`config.mk`:
```
export PLATFORM = sky130hd
export DESIGN_NAME = uart_mike_rx_flat
export DESIGN_NICKNAME = d
export VERILOG_FILES = /design/src/rtl/uart_mike_rx_if.sv /design/src/rtl/uart_mike_rx.sv /design/src/flat_wrapper.sv
export SDC_FILE = /design/constraint.sdc
export NUM_CORES = 1
export LEC_CHECK = 0
export CAP_MARGIN = 15
export CORE_ASPECT_RATIO = 0.75
export CORE_MARGIN = 3
export CORE_UTILIZATION = 40
export DETAILED_ROUTE_END_ITERATION = 6
export SLEW_MARGIN = 30
export SYNTH_ARGS = -nofsm -noshare
export SYNTH_HDL_FRONTEND = slang
export SYNTH_SLANG_ARGS = --single-unit
export TNS_END_PERCENT = 20
```
`constraint.sdc`:
```
create_clock -name clk -period 1.8 [get_ports clk]
set_clock_uncertainty 0.15 [all_clocks]
set_input_delay 0.54 -clock clk [delete_from_list [all_inputs] [get_ports clk]]
set_output_delay 0.54 -clock clk [all_outputs]
set_load 0.02 [all_outputs]
```
`src/rtl/uart_mike_rx_if.sv`:
```
// Receiver-to-consumer bundle of the UART receive front end.
// Handshake: rx_flag rises with the one-cycle rx_done pulse and holds rx_data/frame_err; the consumer pulses rx_flag_clr to release the frame, rx_flag drops the following cycle.
interface uart_mike_rx_if #(
  parameter int DATA_WIDTH = 8
);
  logic                  rx_flag_clr;
  logic                  rx_start;
  logic                  rx_done;
  logic                  rx_flag;
  logic [DATA_WIDTH-1:0] rx_data;
  logic                  frame_err;
  logic                  overrun_err;
  logic [2:0]            dbg_state;

  modport master (
    input  rx_flag_clr,
    output rx_start, rx_done, rx_flag, rx_data, frame_err, overrun_err, dbg_state
  );

  modport slave (
    output rx_flag_clr,
    input  rx_start, rx_done, rx_flag, rx_data, frame_err, overrun_err, dbg_state
  );
endinterface

```
`src/rtl/uart_mike_rx.sv`:
```
// UART serial receiver: synchronises rx_in, confirms the start bit at mid-bit,
// samples DATA_WIDTH bits LSB-first, checks the stop bit and holds the frame until acknowledged.
module uart_mike_rx #(
  parameter int DATA_WIDTH   = 8,
  parameter int CLKS_PER_BIT = 16
) (
  input  logic            clk,
  input  logic            n_rst,
  input  logic            rx_in,
  uart_mike_rx_if.master  bus
);
  localparam int CW = $clog2(CLKS_PER_BIT);
  localparam int BW = $clog2(DATA_WIDTH + 1);
  localparam logic [CW-1:0] C_MID      = CW'(CLKS_PER_BIT / 2 - 1);
  localparam logic [CW-1:0] C_BIT_END  = CW'(CLKS_PER_BIT - 1);
  localparam logic [BW-1:0] C_LAST_BIT = BW'(DATA_WIDTH - 1);

  typedef enum logic [2:0] {
    S_IDLE, S_START, S_DATA, S_STOP, S_HOLD
  } state_t;

  state_t                r_state;
  state_t                w_state_nxt;
  logic                  r_sync1, r_sync2, r_sync_prev;
  logic [CW-1:0]         r_cyc;
  logic [BW-1:0]         r_bit;
  logic [DATA_WIDTH-1:0] r_shift;
  logic [DATA_WIDTH-1:0] r_data;
  logic                  r_start, r_done, r_flag, r_ferr, r_ovr;
  logic                  w_rx_sync, w_fall, w_mid, w_bit_end, w_clr;
  logic                  w_confirm, w_sample, w_frame_end;

  assign w_rx_sync = r_sync2;
  // Arming on a falling edge makes a return to IDLE with the line low wait for it to go high first.
  assign w_fall    = r_sync_prev & ~r_sync2;
  assign w_mid     = (r_cyc == C_MID);
  assign w_bit_end = (r_cyc == C_BIT_END);
  assign w_clr     = (r_state == S_HOLD) && bus.rx_flag_clr;

  always_ff @(posedge clk or negedge n_rst) begin
    if (!n_rst) begin
      r_sync1     <= 1'b1;
      r_sync2     <= 1'b1;
      r_sync_prev <= 1'b1;
    end else begin
      r_sync1     <= rx_in;
      r_sync2     <= r_sync1;
      r_sync_prev <= r_sync2;
    end
  end

  always_ff @(posedge clk or negedge n_rst) begin
    if (!n_rst) r_state <= S_IDLE;
    else        r_state <= w_state_nxt;
  end

  always_comb begin
    w_state_nxt = r_state;
    w_confirm   = 1'b0;
    w_sample    = 1'b0;
    w_frame_end = 1'b0;
    case (r_state)
      S_IDLE:  if (w_fall) w_state_nxt = S_START;
      S_START: begin
        if (w_mid) begin
          if (!w_rx_sync) begin
            w_state_nxt = S_DATA;
            w_confirm   = 1'b1;
          end else begin
            w_state_nxt = S_IDLE;
          end
        end
      end
      S_DATA: begin
        if (w_bit_end) begin
          w_sample = 1'b1;
          if (r_bit == C_LAST_BIT) w_state_nxt = S_STOP;
        end
      end
      S_STOP: begin
        if (w_bit_end) begin
          w_frame_end = 1'b1;
          w_state_nxt = S_HOLD;
        end
      end
      S_HOLD:  if (bus.rx_flag_clr) w_state_nxt = S_IDLE;
      default: w_state_nxt = S_IDLE;
    endcase
  end

  always_ff @(posedge clk or negedge n_rst) begin
    if (!n_rst) begin
      r_cyc   <= '0;
      r_bit   <= '0;
      r_shift <= '0;
    end else begin
      if ((r_state == S_IDLE) || (r_state == S_HOLD) || (r_state != w_state_nxt) || w_sample)
        r_cyc <= '0;
      else
        r_cyc <= r_cyc + 1'b1;
      if (w_confirm)     r_bit <= '0;
      else if (w_sample) r_bit <= r_bit + 1'b1;
      // Right shift: after DATA_WIDTH samples the first bit lands in bit 0.
      if (w_sample) r_shift <= {w_rx_sync, r_shift[DATA_WIDTH-1:1]};
    end
  end

  always_ff @(posedge clk or negedge n_rst) begin
    if (!n_rst) begin
      r_start <= 1'b0;
      r_done  <= 1'b0;
      r_flag  <= 1'b0;
      r_data  <= '0;
      r_ferr  <= 1'b0;
      r_ovr   <= 1'b0;
    end else begin
      r_start <= w_confirm;
      r_done  <= w_frame_end;
      if (w_frame_end) begin
        r_flag <= 1'b1;
        r_data <= r_shift;
        r_ferr <= ~w_rx_sync;
      end else if (w_clr) begin
        r_flag <= 1'b0;
        r_ferr <= 1'b0;
      end
      if (w_clr)                                r_ovr <= 1'b0;
      else if ((r_state == S_HOLD) && w_fall)   r_ovr <= 1'b1;
    end
  end

  assign bus.rx_start    = r_start;
  assign bus.rx_done     = r_done;
  assign bus.rx_flag     = r_flag;
  assign bus.rx_data     = r_data;
  assign bus.frame_err   = r_ferr;
  assign bus.overrun_err = r_ovr;
  assign bus.dbg_state   = r_state;
endmodule
```
`src/flat_wrapper.sv`:
```
// flat-port wrapper written by rule: the top's interface ports become plain ports
module uart_mike_rx_flat 
#(
  parameter int DATA_WIDTH   = 8,
  parameter int CLKS_PER_BIT = 16
)
  (clk, n_rst, rx_in, bus_rx_flag_clr, bus_rx_start, bus_rx_done, bus_rx_flag, bus_rx_data, bus_frame_err, bus_overrun_err, bus_dbg_state);
  uart_mike_rx_if #(.DATA_WIDTH(DATA_WIDTH)) bus_i ();
  input  logic clk;
  input  logic n_rst;
  input  logic rx_in;
  input wire logic [$bits(bus_i.rx_flag_clr)-1:0] bus_rx_flag_clr;
  output wire logic [$bits(bus_i.rx_start)-1:0] bus_rx_start;
  output wire logic [$bits(bus_i.rx_done)-1:0] bus_rx_done;
  output wire logic [$bits(bus_i.rx_flag)-1:0] bus_rx_flag;
  output wire logic [$bits(bus_i.rx_data)-1:0] bus_rx_data;
  output wire logic [$bits(bus_i.frame_err)-1:0] bus_frame_err;
  output wire logic [$bits(bus_i.overrun_err)-1:0] bus_overrun_err;
  output wire logic [$bits(bus_i.dbg_state)-1:0] bus_dbg_state;
  assign bus_i.rx_flag_clr = bus_rx_flag_clr;
  assign bus_rx_start = bus_i.rx_start;
  assign bus_rx_done = bus_i.rx_done;
  assign bus_rx_flag = bus_i.rx_flag;
  assign bus_rx_data = bus_i.rx_data;
  assign bus_frame_err = bus_i.frame_err;
  assign bus_overrun_err = bus_i.overrun_err;
  assign bus_dbg_state = bus_i.dbg_state;
  uart_mike_rx #(.DATA_WIDTH(DATA_WIDTH), .CLKS_PER_BIT(CLKS_PER_BIT)) u_core (.clk(clk), .n_rst(n_rst), .rx_in(rx_in), .bus(bus_i));
endmodule
```
==> results_dict.tcl <==
set metrics [dict create \
    status "complete, no violations" \
    synth-xor-area-share 0.0180 \
    fin_crit_ns 1.71 \
    slew_headroom 0.693 \
    viasPerCell 5.29 \
    yosys_warnings 0 \
    crit_slowest_cell "dfrtp_1" \
    fin_area_um2 1830 \
    synth-simple-area-share 0.129 \
    grt_max_degree 36 \
    peakVddDrop_mv 0.675 \
    drc 0 \
    synth_top_family_by_area "multiplexers" \
    final.setup.tns_ns 0 \
    worst-endpoint-required_ns 1.82 \
    powerDensity_nw_per_um2 1080 \
    finalHoldViolCount 0 \
    cts_sinks 35 \
    gp_congestion 0.801 \
    area_delta_synth_final_pct 25.6 \
    htree_levels 2 \
    worst_slew_pin_slew_ns 0.457 \
    overflow 0 \
    synth_fa_ha_area_frac 0.0172 \
    dieHeight_um 58.3 \
    crit_chain "ha_2, nand2_2, nor2_1, buf_6, mux2_2" \
    path_clk_slew_ns 0.07 \
    synth_cells 108 \
    cp-end-kind "flip-flop" \
    place_area_um2 1740 \
    yosysUniqueCellTypes 37 \
    hold_path_class "flip-flop to flip-flop" \
    setup_viol 0 \
    fp-row-count 18 \
    crit_type "flip-flop to flip-flop" \
    cp_data_arrival_time_ns 1.73 \
    start_util 0.429 \
    start_kind "flip-flop" \
    synth-seq-cells 35 \
    grtUsageTotal 0.150 \
    num_vias 989 \
    clockBufferDepth 2 \
    power_uw 1980 \
    clkLatencyLatePin_ns 0.29 \
    grt_pass1_wl_um 4680 \
    fmax_mhz 585 \
    post_drt_wl_per_cell_um 15.1 \
    finalMaxSlewViolations 0 \
    core_area_um2 3400 \
    dp_hpwl_um 1940 \
    pin_count 20 \
    seq_area_frac_synth 0.603 \
    io_buffers 19 \
    power_leakage_uw 0.000898 \
    antennaDiodeCount 0 \
    antenna_found_initial 0 \
    die_area_um2 4410 \
    synth_compound_area_frac 0.0712 \
    critPathMaxFanout 11 \
    syn-num-nets 114 \
    first_global_vias 979 \
    drive_gt1_frac 0.263 \
    hold_slack_ns 0.208 \
    route.antenna.remaining_nets 0 \
    die_w_um 75.7 \
    rsz0062_at_grt "no" \
    first_pass_iters 4 \
    final_nets 142 \
    max_stage_delay_ns 0.37 \
    routed_wl_um 2820 \
    avgSynthCellArea_um2 13.5 \
    cts_tree "built" \
    drtIter0Drc 62 \
    fill_cells 304 \
    syn-cell-area_um2 1460 \
    cts_buffers 5 \
    cts_root_buffer "clkbuf_8" \
    maxCapViolCount 0 \
    synth.mux.area_fraction 0.130 \
    timing.final.crit_share 0.949 \
]
stage by stage:
stage	setup slack [ns]	instances	util
after detailed placement	-0.0212	179	0.512
final	0.0918	187	0.538
after global routing	0.00700	187	0.538
after global placement	0.0727	179	0.512
after CTS	0.0273	187	0.536
after floorplan	0.0725	108	-
cells in the mapped netlist (all sizes together):
cell type | instances | area [um^2]
dfrtp | 32 | 801
mux2 | 16 | 180
nor2 | 6 | 22.5
buf | 5 | 33.8
a21oi | 4 | 20.0
nand2 | 4 | 17.5
nand3 | 4 | 20.0
dfstp | 3 | 78.8
inv | 3 | 11.3
o21ai | 3 | 15.0
ha | 2 | 25.0
nand4b | 2 | 17.5
nand4bb | 2 | 38.8
o211ai | 2 | 15.0
or3 | 2 | 12.5
xor2 | 2 | 17.5
a21o | 1 | 7.51
a311oi | 1 | 8.76
a31oi | 1 | 6.26
a41oi | 1 | 8.76
and2 | 1 | 6.26
and4bb | 1 | 12.5
mux2i | 1 | 10.0
nand3b | 1 | 7.51
nand4 | 1 | 6.26
nor2b | 1 | 6.26
nor4 | 1 | 12.5
o221ai | 1 | 8.76
o22ai | 1 | 6.26
o31ai | 1 | 7.51
or4 | 1 | 7.51
xnor2 | 1 | 8.76
what timing repair did:
action,4_1_cts,5_1_grt
endpoints found under the setup margin,24,8
hold buffers,0,0
buffers inserted,0,0
resized for setup,17,2
cells in the final DEF, fill, tap and decap left out, types with 2 or more instances in the layout:
| cell | instances |
|---|---|
| nand3_1 | 4 |
| o21ai_0 | 3 |
| xor2_1 | 2 |
| dfstp_2 | 3 |
| nor2_1 | 6 |
| o211ai_1 | 2 |
| clkdlybuf4s50_1 | 3 |
| clkbuf_8 | 7 |
| buf_4 | 5 |
| a21oi_1 | 4 |
| dlygate4sd2_1 | 16 |
| nand2_1 | 2 |
| dfrtp_1 | 32 |
| or3_1 | 2 |
| mux2_2 | 14 |
| inv_1 | 3 |
| nand4b_1 | 2 |
| nand2_2 | 2 |
| mux2_1 | 2 |
layout make-up:
type	instances	area, um^2	area share
clock buffer	8	100	0.0547
inverter	3	11.3	0.00615
multi-input combinational	65	538	0.294
sequential	35	880	0.481
tap	50	62.6	0.0342
timing repair buffer	26	239	0.131
routing by layer:
metal  GRT usage  share of wire  vias to the layer above
met5           0              0                        -
met4      0.0748          0.010                        0
met3      0.0676          0.058                        2
met2       0.219           0.46                       26
met1       0.187           0.47                      510
li1            -              -                      451
registers in the layout, indices dropped and copies added, names as in the netlist:
signal / count
u_core.bus.rx_done: 1
u_core.r_sync1: 1
u_core.r_bit: 4
u_core.r_sync2: 1
u_core.r_cyc: 4
u_core.bus.overrun_err: 1
u_core.r_shift: 8
u_core.bus.frame_err: 1
u_core.bus.dbg_state: 3
u_core.bus.rx_start: 1
u_core.r_sync_prev: 1
u_core.bus.rx_flag: 1
u_core.bus.rx_data: 8
worst paths after layout:
kind / startpoint / slack, ns / cells after the start / endpoint
worst max-delay path: u_core.r_cyc[0] / 0.09 / 5 / u_core.bus.rx_data[1]
worst min-delay path: u_core.r_sync1 / 0.21 / 0 / u_core.r_sync2
worst max register to register: u_core.r_cyc[0] / 0.09 / 5 / u_core.bus.rx_data[1]
worst min register to register: u_core.r_sync1 / 0.21 / 0 / u_core.r_sync2
max in group asynchronous: n_rst / 0.78 / 2 / u_core.r_sync1
min in group asynchronous: n_rst / 0.47 / 2 / u_core.bus.rx_done
power by group:
group	total, uW	switching, uW	internal (uW)
clock network	617	268	349
logic	421	243	177
registers	946	82.3	864
total	1980	594	1390
critical path: cells and delay by family, from the launching register on:
| family | cells | cell delay [ns] |
|---|---|---|
| and+or+nand+nor | 2 | 0.30 |
| DFF | 1 | 0.37 |
| adders and majority gates | 1 | 0.24 |
| buffers and inverters | 1 | 0.18 |
| muxes | 1 | 0.34 |
kinds of logic (layout without fill, tap and decap cells):
logic type	count (synthesis)	after routing
adders and majority gates	2	2
buffers and inverters	8	37
xor gates and xnor gates	3	3
AOI/OAI and AO/OA	16	16
and+or+nand+nor	27	27
DFF	35	35
muxes	17	17
(Power assumes the default switching activity.)
